### src/rtl/sa_dma_sequencer_if.sv
// Register-bus and K/X/Y DMA descriptor/status bundle for sa_dma_sequencer.
// master = sequencer side, slave = register host plus DMA engines.
interface sa_dma_sequencer_if #(
    parameter int AXI_ADDR_WIDTH = 32,
    parameter int LEN_WIDTH      = 20,
    parameter int TAG_WIDTH      = 8,
    parameter int AXIL_WIDTH     = 32
);
    logic                      reg_wen;
    logic                      reg_ren;
    logic [3:0]                reg_addr;
    logic [AXIL_WIDTH-1:0]     reg_wdata;
    logic [AXIL_WIDTH-1:0]     reg_rdata;

    logic [AXI_ADDR_WIDTH-1:0] k_desc_addr, x_desc_addr, y_desc_addr;
    logic [LEN_WIDTH-1:0]      k_desc_len,  x_desc_len,  y_desc_len;
    logic [TAG_WIDTH-1:0]      k_desc_tag,  x_desc_tag,  y_desc_tag;
    logic                      k_desc_valid, x_desc_valid, y_desc_valid;
    logic                      k_desc_ready, x_desc_ready, y_desc_ready;
    logic [TAG_WIDTH-1:0]      k_stat_tag,  x_stat_tag,  y_stat_tag;
    logic [3:0]                k_stat_error, x_stat_error, y_stat_error;
    logic                      k_stat_valid, x_stat_valid, y_stat_valid;

    modport master (
        input  reg_wen, reg_ren, reg_addr, reg_wdata,
        output reg_rdata,
        output k_desc_addr, x_desc_addr, y_desc_addr,
        output k_desc_len, x_desc_len, y_desc_len,
        output k_desc_tag, x_desc_tag, y_desc_tag,
        output k_desc_valid, x_desc_valid, y_desc_valid,
        input  k_desc_ready, x_desc_ready, y_desc_ready,
        input  k_stat_tag, x_stat_tag, y_stat_tag,
        input  k_stat_error, x_stat_error, y_stat_error,
        input  k_stat_valid, x_stat_valid, y_stat_valid
    );

    modport slave (
        output reg_wen, reg_ren, reg_addr, reg_wdata,
        input  reg_rdata,
        input  k_desc_addr, x_desc_addr, y_desc_addr,
        input  k_desc_len, x_desc_len, y_desc_len,
        input  k_desc_tag, x_desc_tag, y_desc_tag,
        input  k_desc_valid, x_desc_valid, y_desc_valid,
        output k_desc_ready, x_desc_ready, y_desc_ready,
        output k_stat_tag, x_stat_tag, y_stat_tag,
        output k_stat_error, x_stat_error, y_stat_error,
        output k_stat_valid, x_stat_valid, y_stat_valid
    );
endinterface

### src/rtl/sa_dma_sequencer.sv
// Issues Y, K, X DMA descriptors for one systolic-array job and gathers completions.
// Optional macro SA_SEQ_IRQ_EN enables the sticky done interrupt.
module sa_dma_sequencer #(
    parameter int AXI_ADDR_WIDTH = 32,
    parameter int LEN_WIDTH      = 20,
    parameter int TAG_WIDTH      = 8,
    parameter int AXIL_WIDTH     = 32
) (
    input  logic                 clk,
    input  logic                 rst,
    sa_dma_sequencer_if.master   bus,
    output logic                 irq
);
    localparam logic [2:0] S_IDLE    = 3'd0;
    localparam logic [2:0] S_ISSUE_Y = 3'd1;
    localparam logic [2:0] S_ISSUE_K = 3'd2;
    localparam logic [2:0] S_ISSUE_X = 3'd3;
    localparam logic [2:0] S_WAIT    = 3'd4;

`ifdef SA_SEQ_IRQ_EN
    localparam logic IRQ_MASK = 1'b1;
`else
    localparam logic IRQ_MASK = 1'b0;
`endif

    logic [2:0]            state_reg;
    logic [TAG_WIDTH-1:0]  tag_reg;
    logic [2:0]            pending_reg;
    logic [2:0]            pending_next;
    logic                  done_reg;
    logic                  error_reg;
    logic [AXIL_WIDTH-1:0] rdata_reg;
    logic [AXIL_WIDTH-1:0] rd_word;
    logic [AXIL_WIDTH-1:0] status_word;

    // Channel bit order everywhere: 0 = K, 1 = X, 2 = Y.
    logic [2:0] stat_valid, stat_err, stat_tag_ok, stat_hit, desc_ready, len_zero;
    logic       busy, wr_ctrl, start, clr, zero_len, done_set, status_err_hit;

    assign busy        = (state_reg != S_IDLE);
    assign stat_valid  = {bus.y_stat_valid, bus.x_stat_valid, bus.k_stat_valid};
    assign stat_err    = {|bus.y_stat_error, |bus.x_stat_error, |bus.k_stat_error};
    assign stat_tag_ok = {bus.y_stat_tag == tag_reg, bus.x_stat_tag == tag_reg,
                          bus.k_stat_tag == tag_reg};
    assign desc_ready  = {bus.y_desc_ready, bus.x_desc_ready, bus.k_desc_ready};

    // Completions may land in any busy state, even before their descriptor is issued.
    assign stat_hit       = {3{busy}} & stat_valid & stat_tag_ok;
    assign pending_next   = pending_reg & ~stat_hit;
    assign status_err_hit = |(stat_hit & stat_err);

    assign wr_ctrl  = bus.reg_wen && (bus.reg_addr == 4'd0);
    assign start    = wr_ctrl && bus.reg_wdata[0];
    assign clr      = wr_ctrl && bus.reg_wdata[1];
    assign zero_len = |len_zero;
    assign done_set = ((state_reg == S_IDLE) && start && zero_len) ||
                      ((state_reg == S_WAIT) && (pending_next == 3'b000));

    genvar gi;
    generate
        for (gi = 0; gi < 3; gi++) begin : ch
            logic [AXI_ADDR_WIDTH-1:0] addr_reg;
            logic [LEN_WIDTH-1:0]      len_reg;

            always_ff @(posedge clk or posedge rst) begin
                if (rst) begin
                    addr_reg <= '0;
                    len_reg  <= '0;
                end else if (bus.reg_wen && !busy) begin
                    if (bus.reg_addr == 4'(2 + 2 * gi))
                        addr_reg <= AXI_ADDR_WIDTH'(bus.reg_wdata);
                    if (bus.reg_addr == 4'(3 + 2 * gi))
                        len_reg <= LEN_WIDTH'(bus.reg_wdata);
                end
            end

            assign len_zero[gi] = (len_reg == '0);
        end
    endgenerate

    // Payload comes straight from the registers, which are frozen while busy.
    assign bus.k_desc_addr  = ch[0].addr_reg;
    assign bus.x_desc_addr  = ch[1].addr_reg;
    assign bus.y_desc_addr  = ch[2].addr_reg;
    assign bus.k_desc_len   = ch[0].len_reg;
    assign bus.x_desc_len   = ch[1].len_reg;
    assign bus.y_desc_len   = ch[2].len_reg;
    assign bus.k_desc_tag   = tag_reg;
    assign bus.x_desc_tag   = tag_reg;
    assign bus.y_desc_tag   = tag_reg;
    assign bus.k_desc_valid = (state_reg == S_ISSUE_K);
    assign bus.x_desc_valid = (state_reg == S_ISSUE_X);
    assign bus.y_desc_valid = (state_reg == S_ISSUE_Y);

    always_ff @(posedge clk or posedge rst) begin
        if (rst) begin
            state_reg   <= S_IDLE;
            tag_reg     <= '0;
            pending_reg <= 3'b000;
            done_reg    <= 1'b0;
            error_reg   <= 1'b0;
        end else begin
            pending_reg <= pending_next;
            if (clr) begin
                done_reg  <= 1'b0;
                error_reg <= 1'b0;
            end
            if (status_err_hit)
                error_reg <= 1'b1;
            case (state_reg)
                S_IDLE: begin
                    if (start) begin
                        tag_reg   <= tag_reg + 1'b1;
                        done_reg  <= 1'b0;
                        error_reg <= 1'b0;
                        if (zero_len) begin
                            done_reg  <= 1'b1;
                            error_reg <= 1'b1;
                        end else begin
                            state_reg   <= S_ISSUE_Y;
                            pending_reg <= 3'b111;
                        end
                    end
                end
                S_ISSUE_Y: if (desc_ready[2]) state_reg <= S_ISSUE_K;
                S_ISSUE_K: if (desc_ready[0]) state_reg <= S_ISSUE_X;
                S_ISSUE_X: if (desc_ready[1]) state_reg <= S_WAIT;
                S_WAIT: begin
                    if (pending_next == 3'b000) begin
                        state_reg <= S_IDLE;
                        done_reg  <= 1'b1;
                    end
                end
                default: state_reg <= S_IDLE;
            endcase
        end
    end

`ifdef SA_SEQ_IRQ_EN
    logic irq_reg;

    // A done event in the same cycle as CLR wins so no completion is lost.
    always_ff @(posedge clk or posedge rst) begin
        if (rst)
            irq_reg <= 1'b0;
        else if (done_set)
            irq_reg <= 1'b1;
        else if (clr)
            irq_reg <= 1'b0;
    end
    assign irq = irq_reg;
`else
    assign irq = 1'b0;
`endif

    always_comb begin
        status_word       = '0;
        status_word[0]    = busy;
        status_word[1]    = done_reg;
        status_word[2]    = error_reg;
        status_word[3]    = IRQ_MASK;
        status_word[15:8] = 8'(tag_reg);
    end

    always_comb begin
        rd_word = '0;
        case (bus.reg_addr)
            4'd1:    rd_word = status_word;
            4'd2:    rd_word = AXIL_WIDTH'(ch[0].addr_reg);
            4'd3:    rd_word = AXIL_WIDTH'(ch[0].len_reg);
            4'd4:    rd_word = AXIL_WIDTH'(ch[1].addr_reg);
            4'd5:    rd_word = AXIL_WIDTH'(ch[1].len_reg);
            4'd6:    rd_word = AXIL_WIDTH'(ch[2].addr_reg);
            4'd7:    rd_word = AXIL_WIDTH'(ch[2].len_reg);
            default: rd_word = '0;
        endcase
    end

    always_ff @(posedge clk or posedge rst) begin
        if (rst)
            rdata_reg <= '0;
        else if (bus.reg_ren)
            rdata_reg <= rd_word;
    end

    assign bus.reg_rdata = rdata_reg;
endmodule

### src/flat_wrapper.sv
// flat-port wrapper written by rule: the top's interface ports become plain ports
module sa_dma_sequencer_flat 
#(
    parameter int AXI_ADDR_WIDTH = 32,
    parameter int LEN_WIDTH      = 20,
    parameter int TAG_WIDTH      = 8,
    parameter int AXIL_WIDTH     = 32
)
  (clk, rst, irq, bus_reg_wen, bus_reg_ren, bus_reg_addr, bus_reg_wdata, bus_reg_rdata, bus_k_desc_addr, bus_x_desc_addr, bus_y_desc_addr, bus_k_desc_len, bus_x_desc_len, bus_y_desc_len, bus_k_desc_tag, bus_x_desc_tag, bus_y_desc_tag, bus_k_desc_valid, bus_x_desc_valid, bus_y_desc_valid, bus_k_desc_ready, bus_x_desc_ready, bus_y_desc_ready, bus_k_stat_tag, bus_x_stat_tag, bus_y_stat_tag, bus_k_stat_error, bus_x_stat_error, bus_y_stat_error, bus_k_stat_valid, bus_x_stat_valid, bus_y_stat_valid);
  sa_dma_sequencer_if #(.AXI_ADDR_WIDTH(AXI_ADDR_WIDTH), .LEN_WIDTH(LEN_WIDTH), .TAG_WIDTH(TAG_WIDTH), .AXIL_WIDTH(AXIL_WIDTH)) bus_i ();
  input  logic clk;
  input  logic rst;
  output logic irq;
  input wire logic [$bits(bus_i.reg_wen)-1:0] bus_reg_wen;
  input wire logic [$bits(bus_i.reg_ren)-1:0] bus_reg_ren;
  input wire logic [$bits(bus_i.reg_addr)-1:0] bus_reg_addr;
  input wire logic [$bits(bus_i.reg_wdata)-1:0] bus_reg_wdata;
  output wire logic [$bits(bus_i.reg_rdata)-1:0] bus_reg_rdata;
  output wire logic [$bits(bus_i.k_desc_addr)-1:0] bus_k_desc_addr;
  output wire logic [$bits(bus_i.x_desc_addr)-1:0] bus_x_desc_addr;
  output wire logic [$bits(bus_i.y_desc_addr)-1:0] bus_y_desc_addr;
  output wire logic [$bits(bus_i.k_desc_len)-1:0] bus_k_desc_len;
  output wire logic [$bits(bus_i.x_desc_len)-1:0] bus_x_desc_len;
  output wire logic [$bits(bus_i.y_desc_len)-1:0] bus_y_desc_len;
  output wire logic [$bits(bus_i.k_desc_tag)-1:0] bus_k_desc_tag;
  output wire logic [$bits(bus_i.x_desc_tag)-1:0] bus_x_desc_tag;
  output wire logic [$bits(bus_i.y_desc_tag)-1:0] bus_y_desc_tag;
  output wire logic [$bits(bus_i.k_desc_valid)-1:0] bus_k_desc_valid;
  output wire logic [$bits(bus_i.x_desc_valid)-1:0] bus_x_desc_valid;
  output wire logic [$bits(bus_i.y_desc_valid)-1:0] bus_y_desc_valid;
  input wire logic [$bits(bus_i.k_desc_ready)-1:0] bus_k_desc_ready;
  input wire logic [$bits(bus_i.x_desc_ready)-1:0] bus_x_desc_ready;
  input wire logic [$bits(bus_i.y_desc_ready)-1:0] bus_y_desc_ready;
  input wire logic [$bits(bus_i.k_stat_tag)-1:0] bus_k_stat_tag;
  input wire logic [$bits(bus_i.x_stat_tag)-1:0] bus_x_stat_tag;
  input wire logic [$bits(bus_i.y_stat_tag)-1:0] bus_y_stat_tag;
  input wire logic [$bits(bus_i.k_stat_error)-1:0] bus_k_stat_error;
  input wire logic [$bits(bus_i.x_stat_error)-1:0] bus_x_stat_error;
  input wire logic [$bits(bus_i.y_stat_error)-1:0] bus_y_stat_error;
  input wire logic [$bits(bus_i.k_stat_valid)-1:0] bus_k_stat_valid;
  input wire logic [$bits(bus_i.x_stat_valid)-1:0] bus_x_stat_valid;
  input wire logic [$bits(bus_i.y_stat_valid)-1:0] bus_y_stat_valid;
  assign bus_i.reg_wen = bus_reg_wen;
  assign bus_i.reg_ren = bus_reg_ren;
  assign bus_i.reg_addr = bus_reg_addr;
  assign bus_i.reg_wdata = bus_reg_wdata;
  assign bus_reg_rdata = bus_i.reg_rdata;
  assign bus_k_desc_addr = bus_i.k_desc_addr;
  assign bus_x_desc_addr = bus_i.x_desc_addr;
  assign bus_y_desc_addr = bus_i.y_desc_addr;
  assign bus_k_desc_len = bus_i.k_desc_len;
  assign bus_x_desc_len = bus_i.x_desc_len;
  assign bus_y_desc_len = bus_i.y_desc_len;
  assign bus_k_desc_tag = bus_i.k_desc_tag;
  assign bus_x_desc_tag = bus_i.x_desc_tag;
  assign bus_y_desc_tag = bus_i.y_desc_tag;
  assign bus_k_desc_valid = bus_i.k_desc_valid;
  assign bus_x_desc_valid = bus_i.x_desc_valid;
  assign bus_y_desc_valid = bus_i.y_desc_valid;
  assign bus_i.k_desc_ready = bus_k_desc_ready;
  assign bus_i.x_desc_ready = bus_x_desc_ready;
  assign bus_i.y_desc_ready = bus_y_desc_ready;
  assign bus_i.k_stat_tag = bus_k_stat_tag;
  assign bus_i.x_stat_tag = bus_x_stat_tag;
  assign bus_i.y_stat_tag = bus_y_stat_tag;
  assign bus_i.k_stat_error = bus_k_stat_error;
  assign bus_i.x_stat_error = bus_x_stat_error;
  assign bus_i.y_stat_error = bus_y_stat_error;
  assign bus_i.k_stat_valid = bus_k_stat_valid;
  assign bus_i.x_stat_valid = bus_x_stat_valid;
  assign bus_i.y_stat_valid = bus_y_stat_valid;
  sa_dma_sequencer #(.AXI_ADDR_WIDTH(AXI_ADDR_WIDTH), .LEN_WIDTH(LEN_WIDTH), .TAG_WIDTH(TAG_WIDTH), .AXIL_WIDTH(AXIL_WIDTH)) u_core (.clk(clk), .rst(rst), .bus(bus_i), .irq(irq));
endmodule
### config.mk
export PLATFORM = sky130hd
export DESIGN_NAME = sa_dma_sequencer_flat
export DESIGN_NICKNAME = d
export VERILOG_FILES = /design/src/rtl/sa_dma_sequencer_if.sv /design/src/rtl/sa_dma_sequencer.sv /design/src/flat_wrapper.sv
export SDC_FILE = /design/constraint.sdc
export NUM_CORES = 1
export LEC_CHECK = 0
export BUFFER_PORTS_ARGS = -buffer_cell sky130_fd_sc_hd__buf_4
export CAP_MARGIN = 10
export CORE_MARGIN = 2
export CORE_UTILIZATION = 50
export CTS_CLUSTER_SIZE = 40
export DETAILED_ROUTE_END_ITERATION = 16
export PLACE_DENSITY = 0.79
export RECOVER_POWER = 50
export SLEW_MARGIN = 10
export SYNTH_ARGS = -nofsm -noshare
export SYNTH_HDL_FRONTEND = slang
export SYNTH_SLANG_ARGS = --single-unit
### constraint.sdc
create_clock -name clk -period 12.9 [get_ports clk]
set_clock_uncertainty 0.2 [all_clocks]
set_input_delay 0.645 -clock clk [delete_from_list [all_inputs] [get_ports clk]]
set_output_delay 0.645 -clock clk [all_outputs]
set_load 0.1 [all_outputs]
== After elaboration in Yosys (flattened, before gate mapping) ==
Index checks and enable logic that the tools add are counted.
W data, S select, Z words.
Word-level totals
  word-level logic and storage cells: 83
  input port bits: 82
  bits in registers: 204
  output and inout bits: 216
Cells by class
  bitwise operators: 5
  reduce and logical (&&, ||, !) cells: 25
  add/sub/neg operators: 1
  mux-type cells: 20
  eq/ne operators: 20
Operators with widths (count)
  $pmux W32 S7: 1
  $logic_not A20 Y1: 3
  $mux W3: 9
  $eq A8 B8 Y1: 3
  $eq A4 B3 Y1 const B: 4
  $pmux W3 S5: 1
  $reduce_and A2 Y1: 7
  $and A3 B3 Y3: 4
  $reduce_or A4 Y1: 3
  $add A8 B1 Y8 const B: 1
  $eq A4 B2 Y1 const B: 2
  $mux W1: 8
  $ne A2 B1 Y1 const B: 4
  $eq A3 B2 Y1 const B: 2
  $logic_not A3 Y1: 2
  $reduce_and A6 Y1: 1
  $reduce_or A3 Y1: 2
  $eq A4 B1 Y1 const B: 1
  $logic_and A1 B1 Y1: 4
  $logic_not A4 Y1: 1
  $ne A2 B2 Y1 const B: 2
  $eq A3 B1 Y1 const B: 1
  $eq A3 B3 Y1 const B: 1
  $not A3 Y3: 1
  other kinds (3): 3

== Depth between registers and ports, before layout ==
  depth in word-level cells: 8
  gate-level depth with buffers: 7
  gate-level depth less buffers: 5

== Least setup slack after synthesis ==
OpenSTA, ideal clock, no wires.
  path kind: reg-to-output
  start point: reg u_core.state_reg[0]
  end point: out bus_k_desc_valid
  slack: 9.359 ns
  arrival time: 2.696 ns
  required time: 12.055 ns
  buffers on the path: 1
  cell stages (with the launch flop): 3
  cells stage by stage: dfrtp_1 buf_2 nor3b_1
Between the ends
  cells in the longest elaborated chain, start to end: 1
RTL lines
  start, declared: RTL line sa_dma_sequencer.sv:26  | logic [2:0] state_reg;
  start signal, assigned: RTL line sa_dma_sequencer.sv:97  | state_reg <= S_IDLE;
  start signal, assigned: RTL line sa_dma_sequencer.sv:120  | state_reg <= S_ISSUE_Y;
  start signal, assigned: RTL line sa_dma_sequencer.sv:125  | S_ISSUE_Y: if (desc_ready[2]) state_reg <= S_ISSUE_K;
  $eq A3 B2 Y1: RTL line sa_dma_sequencer.sv:91  | assign bus.k_desc_valid = (state_reg == S_ISSUE_K);
  end, declared: RTL line flat_wrapper.sv:28  | output wire logic [$bits(bus_i.k_desc_valid)-1:0] bus_k_desc_valid;
No other way between the ends.

==> impl_metrics.env <==
export IMPL_critPathLaunchType="primary input"
export IMPL_layout_common_cells="204 x dfrtp_1, 158 x clkbuf_1, 150 x buf_4"
export IMPL_yosys_warnings=0
export IMPL_syn2layout_area_growth_pct=26.44
export IMPL_hpwlAfterDp_um=19560
export IMPL_die_w_um=139.4
export IMPL_cts_hold_buf=0
export IMPL_clock_latency_ps=500
export IMPL_portBuffers=296
export IMPL_dr_pass1_iters=8
export IMPL_min_path_type="in -> reg"
export IMPL_cp_max_fo=121
export IMPL_grt_pass1_wl_um=44720
export IMPL_rrSetupSlack_ps=9990
export IMPL_worstHoldPathCells=2
export IMPL_die_h_um=139.4
export IMPL_finalSetupTns_ps=0
export IMPL_r2r_end="u_core.bus.k_desc_len[7]$_DFFE_PP0P_"
export IMPL_path_class="in -> async"
export IMPL_final_common_cell="dfrtp_1"
export IMPL_fmaxAchievable_ghz=0.2138
export IMPL_drc=0
export IMPL_post_route_cells_drive_above_1_share=0.2596
export IMPL_fillers=1522
export IMPL_wl_per_cell_um=24.06
export IMPL_cp_arrival_ps=4940
export IMPL_cts_setup_buffers=0
export IMPL_ff2ff_path_depth=4
export IMPL_cts_max_level=1
export IMPL_critical_path_top_delay_family="buffers and inverters"
export IMPL_postCtsResizedCells=0
export IMPL_cpMaxStageDelayCell="clkinvlp_2"
export IMPL_max_cap_viol_count=2
export IMPL_antenna_cells=0
export IMPL_required_ps=13160
export IMPL_drtIter0Drc=735
export IMPL_nets=1062
export IMPL_cts_root_buffer="clkbuf_16"
export IMPL_row_count=49
export IMPL_max_slew_margin_rel=-2.521
export IMPL_first_global_vias=7570
export IMPL_setup_violations=0
export IMPL_tritoncts="done"
export IMPL_top_level_ports=298
export IMPL_path_clk_slew_ps=60
export IMPL_drt_wl_total_um=29420
export IMPL_numCtsBuffers=21
export IMPL_vias=7429
export IMPL_crit_chain="clkbuf_4, clkinvlp_2, buf_4"
export IMPL_synthesis_nets=799
export IMPL_fin_crit_sh=0.3626
export IMPL_crit_buf_inv=3
export IMPL_grtUsageTotal=0.2946
export IMPL_fin_crit_ps=4678
export IMPL_clockBufferDepth=3
export IMPL_tightestPinTransition_ps=5252
export IMPL_synthesis_area_um2=9163
export IMPL_holdPathEnd="u_core.bus.x_desc_addr[29]$_DFFE_PP0P_"
export IMPL_via_per_inst=6.074
export IMPL_final_hold_viol_count=0
export IMPL_overflow=0
export IMPL_outcome="finished, violations left"
export IMPL_grt_max_degree=122
export IMPL_r2r_start="u_core.state_reg[2]$_DFFE_PP0P_"
export IMPL_cts_sinks=204
export IMPL_initial_utilization=0.5101
export IMPL_fp_dieArea_um2=19420
export IMPL_ys_seq_area_frac=0.5571
export IMPL_grt_antenna_before_repair=0
export IMPL_final_antenna_net_count=0
export IMPL_rsz0062_at_grt="no"
export IMPL_fp_coreArea_um2=17960
export IMPL_ys_seq_elements=204
export IMPL_place_gp_congestion=0.8730
export IMPL_violations="max-capacitance violations, max-slew violations"
export IMPL_max_stage_delay_ps=2910
export IMPL_hold_start="bus_reg_wdata[29]"
export IMPL_drv_slew=155
export IMPL_end_kind="asynchronous set/reset pin"
export IMPL_syn_inst=716
export IMPL_startpoint="rst"
export IMPL_synth_area_per_cell_um2=12.80
export IMPL_synthDistinctLibCells=44
==> synthesized netlist by cell type, drive strengths merged <==
cell type	number	area, um2
a21oi	5	25.02
a222oi	23	230.2
a22o	1	8.760
a22oi	49	367.9
a31o	9	78.82
a31oi	1	6.260
and2	3	18.77
and3	11	68.82
and3b	1	8.760
and4	2	17.52
buf	46	275.3
clkbuf	19	71.32
conb	1	3.750
dfrtp	204	5105
ha	1	12.51
inv	34	127.6
mux2	157	1768
nand2	16	60.06
nand2b	7	43.79
nand3	7	35.03
nand3b	1	7.510
nand4	9	56.30
nor2	7	28.78
nor3	5	40.04
nor3b	1	7.510
nor4	22	143.9
o211ai	1	7.510
o21a	1	7.510
o21ai	9	45.04
o22ai	24	150.1
o311ai	1	8.760
o31ai	2	15.01
o41ai	2	17.52
or2	1	6.260
or3	1	6.260
or4b	1	10.01
xnor2	28	245.2
xor2	3	26.28
==> cells by family after synthesis <==
family / synth area share
other cells: 0.0004093
flops: 0.5571
simple gates: 0.06104
compound gates: 0.1057
mux: 0.1930
xor+xnor: 0.02963
buf+inv: 0.05175
fa+ha+maj: 0.001365
==> metrics by stage <==
stage | hold slack [ps] | setup slack [ps] | instance area (um2) | util | std cells
2_1_floorplan | 281.4 | 6488 | 9163 | - | 716
3_3_place_gp | 300.7 | 9709 | 11450 | 0.6375 | 1185
3_5_place_dp | 308.4 | 9638 | 11450 | 0.6375 | 1185
4_1_cts | 155.6 | 10140 | 12180 | 0.6781 | 1223
5_1_grt | 168.3 | 7307 | 11580 | 0.6449 | 1223
6_report | 173.7 | 8222 | 11580 | 0.6449 | 1223
==> area by class of cell <==
class,count,area [um2],area share
clock buffer,30,609.3,0.05260
timing repair buffer,305,1712,0.1477
inverter,34,128.9,0.01112
tap,229,286.5,0.02473
sequential,204,5105,0.4407
clock inverter,8,118.9,0.01026
multi-input combinational,413,3625,0.3129
==> worst register-to-register path, cell delays in order (launching register included) <==
cell     delay (ps)
dfrtp_1         450
nor3_1          440
and2_1          380
nand2_1         760
mux2_2          570
==> worst max path at each step <==
| stage | endpoint | slack, ps | depth (start not counted) |
|---|---|---|---|
| global route | u_core.bus.x_desc_addr[31]$_DFFE_PP0P_ | 7310 | 3 |
| global placement | u_core.bus.k_desc_addr[27]$_DFFE_PP0P_ | 9710 | 6 |
| floorplan | u_core.bus.k_desc_addr[0]$_DFFE_PP0P_ | 6490 | 1 |
| CTS | u_core.bus.k_desc_addr[26]$_DFFE_PP0P_ | 10140 | 6 |
| detailed placement | u_core.bus.k_desc_addr[23]$_DFFE_PP0P_ | 9640 | 6 |
| finish | u_core.bus.k_desc_addr[31]$_DFFE_PP0P_ | 8220 | 3 |
==> per-layer routing <==
layer  track usage  up-vias  part of all wire
met2        0.4876      433              0.48
met1        0.3800     3742              0.39
met5             0        -                 0
met3       0.07123       77             0.094
met4        0.1063        0             0.034
li1              -     3177                 -
Power is left out: the tool's default activity adds up to more than one toggle a clock period on the data nets, which glitch-free logic cannot reach.
